**config.mk**
```make
export PLATFORM = sky130hd
export DESIGN_NAME = mips
export DESIGN_NICKNAME = d
export VERILOG_FILES = /design/src/rtl/mips.sv
export SDC_FILE = /design/constraint.sdc
export NUM_CORES = 1
export LEC_CHECK = 0
export BUFFER_PORTS_ARGS = -buffer_cell sky130_fd_sc_hd__clkbuf_2
export CAP_MARGIN = 15
export CORE_ASPECT_RATIO = 0.9
export CORE_MARGIN = 2
export CORE_UTILIZATION = 52
export DETAILED_ROUTE_END_ITERATION = 8
export GPL_ROUTABILITY_DRIVEN = 1
export GPL_TIMING_DRIVEN = 0
export PLACE_DENSITY = 0.82
export SETUP_SLACK_MARGIN = 0.2
export SLEW_MARGIN = 20
export SYNTH_ARGS = -nofsm -noshare
export SYNTH_HDL_FRONTEND = slang
export SYNTH_SLANG_ARGS = --single-unit
export TNS_END_PERCENT = 100
```
**constraint.sdc**
```tcl
create_clock -name clk -period 5.7 [get_ports clk]
set_input_delay 0.57 -clock clk [delete_from_list [all_inputs] [get_ports clk]]
set_output_delay 0.57 -clock clk [all_outputs]
set_load 0.05 [all_outputs]
```
**src/rtl/mips.sv**
```systemverilog
// Moore control unit for a multicycle MIPS datapath (lw, sw, R-type, beq, addi, j).
// Define MIPS_ILLEGAL_TRAP_EN to park unrecognised opcodes in a TRAP state instead of refetching.
module mips (
    input  logic       clk,
    input  logic       reset,
    input  logic [5:0] opcode,
    input  logic [5:0] funct,
    output logic [6:0] saida,
    output logic       IorD,
    output logic       AluSrcA,
    output logic       IRWrite,
    output logic       PCWrite,
    output logic       RegDst,
    output logic       MemtoReg,
    output logic       RegWrite,
    output logic       MemWrite,
    output logic       Branch,
    output logic [1:0] AluSrcB,
    output logic [1:0] ALUOp,
    output logic [1:0] PCSrc
);

    localparam logic [5:0] OP_LW    = 6'b100011;
    localparam logic [5:0] OP_SW    = 6'b101011;
    localparam logic [5:0] OP_RTYPE = 6'b000000;
    localparam logic [5:0] OP_BEQ   = 6'b000100;
    localparam logic [5:0] OP_ADDI  = 6'b001000;
    localparam logic [5:0] OP_J     = 6'b000010;

    typedef enum logic [3:0] {
        S_FETCH   = 4'd0,
        S_DECODE  = 4'd1,
        S_MEMADR  = 4'd2,
        S_MEMRD   = 4'd3,
        S_MEMWB   = 4'd4,
        S_MEMWR   = 4'd5,
        S_EXECUTE = 4'd6,
        S_ALUWB   = 4'd7,
        S_BRANCH  = 4'd8,
        S_ADDIEX  = 4'd9,
        S_ADDIWB  = 4'd10,
        S_JUMP    = 4'd11
`ifdef MIPS_ILLEGAL_TRAP_EN
        ,
        S_TRAP    = 4'd12
`endif
    } state_t;

    state_t      state_q;
    state_t      state_d;
    logic [21:0] ctrl_q;

    // funct is decoded downstream from ALUOp; it is only tied off here.
    logic unused_funct;
    assign unused_funct = ^funct;

    // Control word layout: {saida, IorD, AluSrcA, IRWrite, PCWrite, RegDst,
    // MemtoReg, RegWrite, MemWrite, Branch, AluSrcB, ALUOp, PCSrc}.
    function automatic logic [21:0] ctrl_for(input state_t s);
        logic [6:0] seg;
        logic       iord, srca, irw, pcw, rdst, m2r, rw, mw, br;
        logic [1:0] srcb, aop, pcs;
        seg  = 7'b0000001;
        iord = 1'b0;
        srca = 1'b0;
        irw  = 1'b0;
        pcw  = 1'b0;
        rdst = 1'b0;
        m2r  = 1'b0;
        rw   = 1'b0;
        mw   = 1'b0;
        br   = 1'b0;
        srcb = 2'b00;
        aop  = 2'b00;
        pcs  = 2'b00;
        case (s)
            S_FETCH: begin
                seg  = 7'b1111110;
                irw  = 1'b1;
                pcw  = 1'b1;
                srcb = 2'b01;
            end
            S_DECODE: begin
                seg  = 7'b0110000;
                srcb = 2'b11;
            end
            S_MEMADR: begin
                seg  = 7'b1101101;
                srca = 1'b1;
                srcb = 2'b10;
            end
            S_MEMRD: begin
                seg  = 7'b1111001;
                iord = 1'b1;
            end
            S_MEMWB: begin
                seg  = 7'b0110011;
                m2r  = 1'b1;
                rw   = 1'b1;
            end
            S_MEMWR: begin
                seg  = 7'b1011011;
                iord = 1'b1;
                mw   = 1'b1;
            end
            S_EXECUTE: begin
                seg  = 7'b1011111;
                srca = 1'b1;
                aop  = 2'b10;
            end
            S_ALUWB: begin
                seg  = 7'b1110000;
                rdst = 1'b1;
                rw   = 1'b1;
            end
            S_BRANCH: begin
                seg  = 7'b1111111;
                srca = 1'b1;
                aop  = 2'b01;
                pcs  = 2'b01;
                br   = 1'b1;
            end
            S_ADDIEX: begin
                seg  = 7'b1111011;
                srca = 1'b1;
                srcb = 2'b10;
            end
            S_ADDIWB: begin
                seg  = 7'b1110111;
                rw   = 1'b1;
            end
            S_JUMP: begin
                seg  = 7'b0011111;
                pcw  = 1'b1;
                pcs  = 2'b10;
            end
`ifdef MIPS_ILLEGAL_TRAP_EN
            S_TRAP: begin
                seg  = 7'b1001111;
            end
`endif
            default: begin
            end
        endcase
        return {seg, iord, srca, irw, pcw, rdst, m2r, rw, mw, br, srcb, aop, pcs};
    endfunction

    always_comb begin
        state_d = S_FETCH;
        case (state_q)
            S_FETCH:   state_d = S_DECODE;
            S_DECODE: begin
                case (opcode)
                    OP_LW, OP_SW: state_d = S_MEMADR;
                    OP_RTYPE:     state_d = S_EXECUTE;
                    OP_BEQ:       state_d = S_BRANCH;
                    OP_ADDI:      state_d = S_ADDIEX;
                    OP_J:         state_d = S_JUMP;
`ifdef MIPS_ILLEGAL_TRAP_EN
                    default:      state_d = S_TRAP;
`else
                    default:      state_d = S_FETCH;
`endif
                endcase
            end
            S_MEMADR:  state_d = (opcode == OP_SW) ? S_MEMWR : S_MEMRD;
            S_MEMRD:   state_d = S_MEMWB;
            S_MEMWB:   state_d = S_FETCH;
            S_MEMWR:   state_d = S_FETCH;
            S_EXECUTE: state_d = S_ALUWB;
            S_ALUWB:   state_d = S_FETCH;
            S_BRANCH:  state_d = S_FETCH;
            S_ADDIEX:  state_d = S_ADDIWB;
            S_ADDIWB:  state_d = S_FETCH;
            S_JUMP:    state_d = S_FETCH;
`ifdef MIPS_ILLEGAL_TRAP_EN
            S_TRAP:    state_d = S_TRAP;
`endif
            default:   state_d = S_FETCH;
        endcase
        // Reset overrides every transition, including mid-instruction.
        if (!reset) begin
            state_d = S_FETCH;
        end
    end

    // Outputs are registered from the next state, so they always match state_q.
    always_ff @(posedge clk) begin
        state_q <= state_d;
        ctrl_q  <= ctrl_for(state_d);
    end

    assign saida    = ctrl_q[21:15];
    assign IorD     = ctrl_q[14];
    assign AluSrcA  = ctrl_q[13];
    assign IRWrite  = ctrl_q[12];
    assign PCWrite  = ctrl_q[11];
    assign RegDst   = ctrl_q[10];
    assign MemtoReg = ctrl_q[9];
    assign RegWrite = ctrl_q[8];
    assign MemWrite = ctrl_q[7];
    assign Branch   = ctrl_q[6];
    assign AluSrcB  = ctrl_q[5:4];
    assign ALUOp    = ctrl_q[3:2];
    assign PCSrc    = ctrl_q[1:0];

endmodule

```
# --- Word-level counts from Yosys, hierarchy flattened ---
# Cells that the tools add are included.
classes:
  n_reduce_logical: 9
  n_eq_ne: 21
  muxes: 17
op_table:
  columns: ["op", "count"]
  rows:
  - ["7-bit one-hot mux with 12 select lines", 1]
  - ["4-bit one-hot mux with 6 select lines", 1]
  - ["4-bit by 3-bit equality test with 1-bit output (second input constant)", 5]
  - ["4-bit equality test (second input constant)", 5]
  - ["4-bit one-hot mux with 5 select lines", 1]
  - ["4-bit by 2-bit equality test with 1-bit output (second input constant)", 4]
  - ["6-bit equality test (second input constant)", 2]
  - ["1-bit two-way mux", 9]
  - ["4-bit by 1-bit equality test with 1-bit output (second input constant)", 2]
  - ["4-bit zero test", 2]
  - ["2-bit one-hot mux with 2 select lines", 2]
  - ["2-bit OR reduction", 4]
  - ["6-bit by 2-bit equality test with 1-bit output (second input constant)", 1]
  - ["6-bit by 3-bit equality test with 1-bit output (second input constant)", 1]
  - ["6-bit by 4-bit equality test with 1-bit output (second input constant)", 1]
  - ["6-bit zero test", 1]
  - ["2-bit one-hot mux with 3 select lines", 1]
  - ["4-bit two-way mux", 1]
  - ["4-bit OR reduction", 1]
  - ["3-bit two-way mux", 1]
  - ["3-bit OR reduction", 1]
totals:
  out_inout_bits: 22
  ff_bits: 26
  wordCells: 49
  input_bits: 14

# --- Logic depth before layout (Yosys ltp) ---
# Gate-level depths: netlist of the first run.
logic_depth:
  depth_word: 8
  depth_mapped: 7
  ltp_nobuf: 6

# --- Least setup slack after synthesis of the first run ---
# No wires, ideal clock.
synth_path:
  kind: "input-to-reg"
  startpoint: "input port opcode[0]"
  endpoint: "register ctrl_q[15]"
  slack_ps: 3481
  path_stages: 6
  t_arrival_ps: 2084
  required_ps: 5565
  setup_time_ps: 135
  n_path_buf: 1
  cell_sequence: "or4_1 o31a_1 or2_1 buf_2 nor3_1 o31ai_1"
synth_via:
  elab_chain_len: 7
  word_cells_on_any_way: 24
  classes_between: "eq/ne: 16; mux: 5; reduce/logical: 3"
synth_rtl:
  columns: ["item", "line_no", "text"]
  rows:
  - ["start, declared", "6", "input logic [5:0] opcode,"]
  - ["6-bit equality test (on tied branches)", "153, 166", null]
  - ["2-bit OR reduction", "153", "case (opcode)"]
  - ["4-bit one-hot mux with 5 select lines", "153", null]
  - ["4-bit one-hot mux with 6 select lines *", "150", "case (state_q)"]
  - ["4-bit two-way mux *", "182", "if (!reset) begin"]
  - ["4-bit equality test, or another cell as far along", "76", "case (s)"]
  - ["7-bit one-hot mux with 12 select lines *", "76", null]
  - ["end signal, assigned", "190", "ctrl_q <= ctrl_for(state_d);"]
  - ["end, declared", "51", "logic [21:0] ctrl_q;"]
# Every way passes the cells marked *; elsewhere a longest branch is shown, timed or not.

# --- Worst setup path after layout of the first run ---
layout_path:
  startpoint: "input port opcode[0]"
  endpoint: "register ctrl_q[20]"
# The elaborated chain is that of the path after synthesis.

==> flow_metrics.env, run 1 <==
export IMPL_tritoncts="yes"
export IMPL_synth_area_leaders="dfxtp_1 (48%), xnor2_1 (3.4%), a21oi_1 (2.9%)"
export IMPL_root_buffer="clkbuf_4"
export IMPL_syn2layout_area_growth_pct=18.9
export IMPL_finalHoldViolCount=0
export IMPL_cts_buffers=3
export IMPL_place_gp_congestion=0.784
export IMPL_yosysSeqAreaShare_pct=47.9
export IMPL_slew_violations=0
export IMPL_drive_above_1_share_pct=27.8
export IMPL_grtUsageTotal_pct=19.3
export IMPL_async_reset_ff_share_pct=0
export IMPL_outcome="finished clean"
export IMPL_synth_area_per_cell_um2=9.33
export IMPL_max_cap_violations=0
export IMPL_worstSetupPathType="input pin to flop"
export IMPL_max_freq_mhz=473
export IMPL_drcViolationCount=0
export IMPL_coreArea_um2=1910
export IMPL_clk_latency_ns=0.30
export IMPL_start_kind="input pin"
export IMPL_via_per_inst=5.59
export IMPL_final_common_cell="clkbuf_2"
export IMPL_floorplan_rows=15
export IMPL_arrival_ns=2.28
export IMPL_grt_first_pass_wirelength_um=3360
export IMPL_wl_per_cell_um=12.2
export IMPL_clock_sinks=25
export IMPL_yosys_most_used_dff="dfxtp_1"
export IMPL_ios=36
export IMPL_routed_wl_um=2070
export IMPL_synth_cell_types=40
export IMPL_setup_viol=0
export IMPL_post_cts_setup_buffers=0
export IMPL_synth_nets=126
export IMPL_die_w_um=51.3
export IMPL_irDropWorstVdd_mv=0.212
export IMPL_worstHoldPathCells=3
export IMPL_skew_ns=0.00314
export IMPL_hold_class="input pin to flop"
export IMPL_die_h_um=46.5
export IMPL_vias=945
export IMPL_fin_nets=159
export IMPL_ctsResizeCount=0
export IMPL_setup_slack_ns=3.59
export IMPL_r2r_start="state_q[0]"
export IMPL_final_min_clock_period_ns=2.11
export IMPL_dr_pass1_iters=4
export IMPL_synth_edf_count=0
export IMPL_yosys_area_top_type_share_pct=47.9
export IMPL_end_kind="flop"
export IMPL_synthCells=112
export IMPL_startpoint="opcode[0]"
export IMPL_synth_area_um2=1040
export IMPL_postRouteAntennaNets=0
export IMPL_post_dp_hpwl_um=1560
export IMPL_synth_largest_area_cell="dfxtp_1"
export IMPL_grt_start_max_net_pins=14
export IMPL_drt_iter0_markers=26
export IMPL_pre_cts_ws_ns=3.25
export IMPL_port_buffers=28
export IMPL_post_dp_cell_area_um2=1220
export IMPL_rsz0062_at_grt="false"
export IMPL_leakage_uw=0.000538
export IMPL_rr_worst_depth=6
export IMPL_h_tree_depth=1
export IMPL_finalPower_uw=323
export IMPL_ctsHoldBuffers=0
export IMPL_most_common_layout_cells="clkbuf_2 (28), dfxtp_1 (25), nor2_1 (7)"
export IMPL_ys_warn_count=0
export IMPL_min_period_over_period_pct=37.1
export IMPL_worstMarginPinSlew_ns=0.561
export IMPL_grt_overflow_total=0
export IMPL_worstPathMaxFanout=10
export IMPL_initial_core_util_pct=54.6
export IMPL_dieArea_um2=2380
export IMPL_cts_max_path_buffers=2
export IMPL_grt_antenna_before_repair=0
export IMPL_required_ns=5.87
export IMPL_stdcell_area_um2=1240
export IMPL_grt_pass1_vias=825
export IMPL_power_density_nw_per_um2=260
export IMPL_path_clk_slew_ns=0.12
export IMPL_slew_limit_headroom_pct=62.4
export IMPL_diodes=0
export IMPL_tns_ns=0
export IMPL_synth_seq_cells=25
export IMPL_hp_start="reset"
export IMPL_post_route_util_pct=64.9
report_power, final:
part | internal, µW | switching, µW | total (µW)
Clock | 27.3 | 45.8 | 73.1
Combinational | 18.2 | 46.3 | 64.5
Sequential | 182 | 2.92 | 185
Total | 228 | 95.0 | 323
Yosys cell counts, drive strengths merged, types with 2 or more instances:
| cell | instances |
|---|---|
| xnor2 | 4 |
| a21o | 2 |
| o21ai | 5 |
| nand3 | 6 |
| a41oi | 2 |
| o211ai | 2 |
| o41ai | 2 |
| inv | 3 |
| nor3 | 4 |
| and3 | 3 |
| o21a | 3 |
| dfxtp | 25 |
| buf | 5 |
| nand4 | 2 |
| nand2 | 3 |
| nor2 | 9 |
| a21oi | 6 |
| nor3b | 2 |
| nor4 | 3 |
| clkbuf | 5 |
registers in the layout, summed over array words and instances (netlist names):
name,flops
ctrl_q,21
state_q,4
metrics by stage:
step                      hold WS [ns]  instances
after global routing             0.634        169
final                            0.618        169
after CTS                        0.603        169
after global placement           0.615        165
after detailed placement         0.628        165
after floorplan                  0.561        112
path summary, 6_finish.rpt:
check	end	slack [ns]
setup reg to reg	ctrl_q[20]	3.73
setup / recovery	ctrl_q[20]	3.59
hold / removal	ctrl_q[9]	0.62
hold reg to reg	ctrl_q[8]	0.65
cell families (layout without fill, tap and decap cells):
| family | after synthesis | count (layout) | synth area share, % |
|---|---|---|---|
| adder cells (fa/ha/maj) | 1 | 1 | 0.958 |
| AO/OA/AOI/OAI | 30 | 30 | 20.4 |
| XOR/XNOR | 5 | 5 | 4.19 |
| flip-flops | 25 | 25 | 47.9 |
| AND/OR/NAND/NOR | 38 | 38 | 21.1 |
| buffers and inverters | 13 | 45 | 5.51 |
layout make-up:
class | instances | area [µm²]
Tap cell | 25 | 31.3
Multi-Input combinational cell | 74 | 487
Buffer | 10 | 46.3
Timing Repair Buffer | 28 | 140
Clock buffer | 4 | 26.3
Sequential cell | 25 | 500
Inverter | 3 | 11.3
Fill cell | 169 | 672
worst max-delay path: stages:
cell,delay [ns]
clkbuf_2,0.10
or4_1,0.56
o41ai_1,0.26
nand3_1,0.14
clkbuf_1,0.26
o21ai_0,0.24
o311ai_1,0.14
routing by layer:
| layer | GRT usage, % | share of wire [%] |
|---|---|---|
| met4 | 6.84 | 2.1 |
| met1 | 23.3 | 44 |
| met2 | 32.2 | 47 |
| met3 | 6.82 | 5.9 |
| met5 | 0 | 0 |
No activity file was read; power rests on OpenSTA's default activity.
==> run 2: changes to the inputs <==
Settings changed: CORE_UTILIZATION 52 to 43, PLACE_DENSITY 0.82 to 0.73.
Clock period 5.7 ns to 1.8 ns, I/O delays scaled along.
==> flow_metrics.env, run 2 (synthesis gave the netlist of run 1 again) <==
export IMPL_outcome="finished clean"
export IMPL_drt_met1_wl_um=1280
export IMPL_place_gp_congestion=0.894
export IMPL_r2r_start="state_q[1]"
export IMPL_post_dp_hpwl_um=1720
export IMPL_worstSetupPathType="flop to flop"
export IMPL_grtUsageTotal_pct=19.7
export IMPL_clk_latency_ns=0.31
export IMPL_rr_worst_depth=6
export IMPL_drt_iter0_markers=37
export IMPL_floorplan_rows=16
export IMPL_worstMarginPinSlew_ns=0.530
export IMPL_diodes=0
export IMPL_via_per_inst=5.68
export IMPL_tns_ns=0
export IMPL_root_buffer="clkbuf_4"
export IMPL_path_clk_slew_ns=0.13
export IMPL_crit_end="ctrl_q[15]"
export IMPL_slew_limit_headroom_pct=64.5
export IMPL_dr_pass1_iters=4
export IMPL_dr_max_layer_used="met4"
export IMPL_dieArea_um2=2840
export IMPL_grt_pass1_vias=929
export IMPL_setup_viol=0
export IMPL_leakage_uw=0.000720
export IMPL_tritoncts="yes"
export IMPL_rsz0062_at_grt="true"
export IMPL_ctsHoldBuffers=0
export IMPL_finalPower_uw=1100
export IMPL_max_cap_violations=0
export IMPL_fin_nets=174
export IMPL_skew_ns=0.00566
export IMPL_power_density_nw_per_um2=693
export IMPL_most_common_layout_cells="clkbuf_2 (28), dfxtp_1 (21), buf_4 (15)"
export IMPL_clock_sinks=25
export IMPL_r2r_end="ctrl_q[15]"
export IMPL_syn2layout_area_growth_pct=52.2
export IMPL_max_freq_mhz=611
export IMPL_coreArea_um2=2240
export IMPL_vias=1056
export IMPL_arrival_ns=1.88
export IMPL_grt_first_pass_wirelength_um=4370
export IMPL_hold_class="input pin to flop"
export IMPL_multiInputGateArea_um2=648
export IMPL_reg2reg_slack_ns=0.16
export IMPL_routed_wl_um=3010
export IMPL_cts_max_path_buffers=2
export IMPL_top_regs="ctrl_q x21, state_q x4"
export IMPL_finalHoldViolCount=0
export IMPL_final_min_clock_period_ns=1.64
export IMPL_pre_cts_ws_ns=-0.147
export IMPL_seq_area_um2=515
export IMPL_initial_core_util_pct=46.6
export IMPL_post_route_util_pct=70.9
export IMPL_cts_buffers=3
export IMPL_startpoint="state_q[1]"
export IMPL_h_tree_depth=1
export IMPL_die_h_um=50.8
export IMPL_die_w_um=56.0
export IMPL_min_period_over_period_pct=90.9
export IMPL_worstPathMaxFanout=5
export IMPL_port_buffers=28
export IMPL_wl_met2_um=1550
export IMPL_top_register="ctrl_q"
export IMPL_postRouteAntennaNets=0
export IMPL_slew_violations=0
export IMPL_grt_antenna_before_repair=0
export IMPL_grt_overflow_total=0
export IMPL_largest_reg_flops=21
export IMPL_routed_wl_met3_um=159
export IMPL_setup_slack_ns=0.163
export IMPL_start_kind="flop"
export IMPL_grt_start_max_net_pins=15
export IMPL_ios=36
export IMPL_final_common_cell="clkbuf_2"
export IMPL_drive_above_1_share_pct=53.5
export IMPL_required_ns=2.04
export IMPL_drcViolationCount=0
export IMPL_irDropWorstVdd_mv=0.633
export IMPL_end_kind="flop"
export IMPL_wl_per_cell_um=16.2
export IMPL_fill_cells=174
## run 2: cell types whose count changed in the layout (fill, tap and decap cells not counted), sizes merged
cell,previous run,this run
buf,5,23
clkbuf,37,33
clkinv,0,1
## run 2: how the worst min path moves through the flow
stage / start / end / slack, ns / cells past startpoint
global route: reset / ctrl_q[9] / 0.27 / 3
finish: reset / ctrl_q[9] / 0.26 / 3
detailed placement: reset / ctrl_q[9] / 0.55 / 3
global placement: reset / ctrl_q[9] / 0.53 / 3
floorplan: reset / ctrl_q[9] / 0.37 / 2
CTS: reset / ctrl_q[9] / 0.21 / 3
## run 2: area by class of cell
class	count	area share [%]
multi-input cells	74	40.8
plain buffers	10	5.51
well taps	27	2.12
repair buffers	43	16.8
clock buffers	3	1.42
flip-flops and latches	25	32.4
clock inverters	1	0.315
inverters	3	0.708
## run 2: report_power, final
group          internal (µW)  switching (µW)  total [µW]
Clock                   83.1             159         242
Sequential               573            11.6         585
Combinational           97.3             177         275
Total                    754             348        1100
## run 2: per-stage QoR
stage | area, µm² | hold slack, ns | cells
6_report | 1590 | 0.260 | 186
4_1_cts | 1430 | 0.211 | 177
2_1_floorplan | 1100 | 0.373 | 112
3_5_place_dp | 1270 | 0.545 | 167
3_3_place_gp | 1270 | 0.529 | 167
5_1_grt | 1590 | 0.272 | 186
## run 2: worst max-delay path: stages (launching register included)
cell and delay (ns):
dfxtp_4 0.41, nor3b_4 0.23, a21bo_2 0.26, and3_4 0.18, buf_6 0.15, and2_4 0.14
o31ai_2 0.20
## run 2: layer usage
| layer | track usage, % | vias to the layer above |
|---|---|---|
| li1 | - | 511 |
| met1 | 24.3 | 503 |
| met2 | 34.9 | 38 |
| met3 | 5.41 | 4 |
| met4 | 3.17 | 0 |
| met5 | 0 | - |
## run 2: what timing repair did
| item | 4_1_cts | 5_1_grt |
|---|---|---|
| gates resized for setup | 22 | 25 |
| setup endpoints to repair | 21 | 18 |
| gates cloned | 0 | 2 |
| pin swaps | 2 | 9 |
| setup buffers | 6 | 7 |
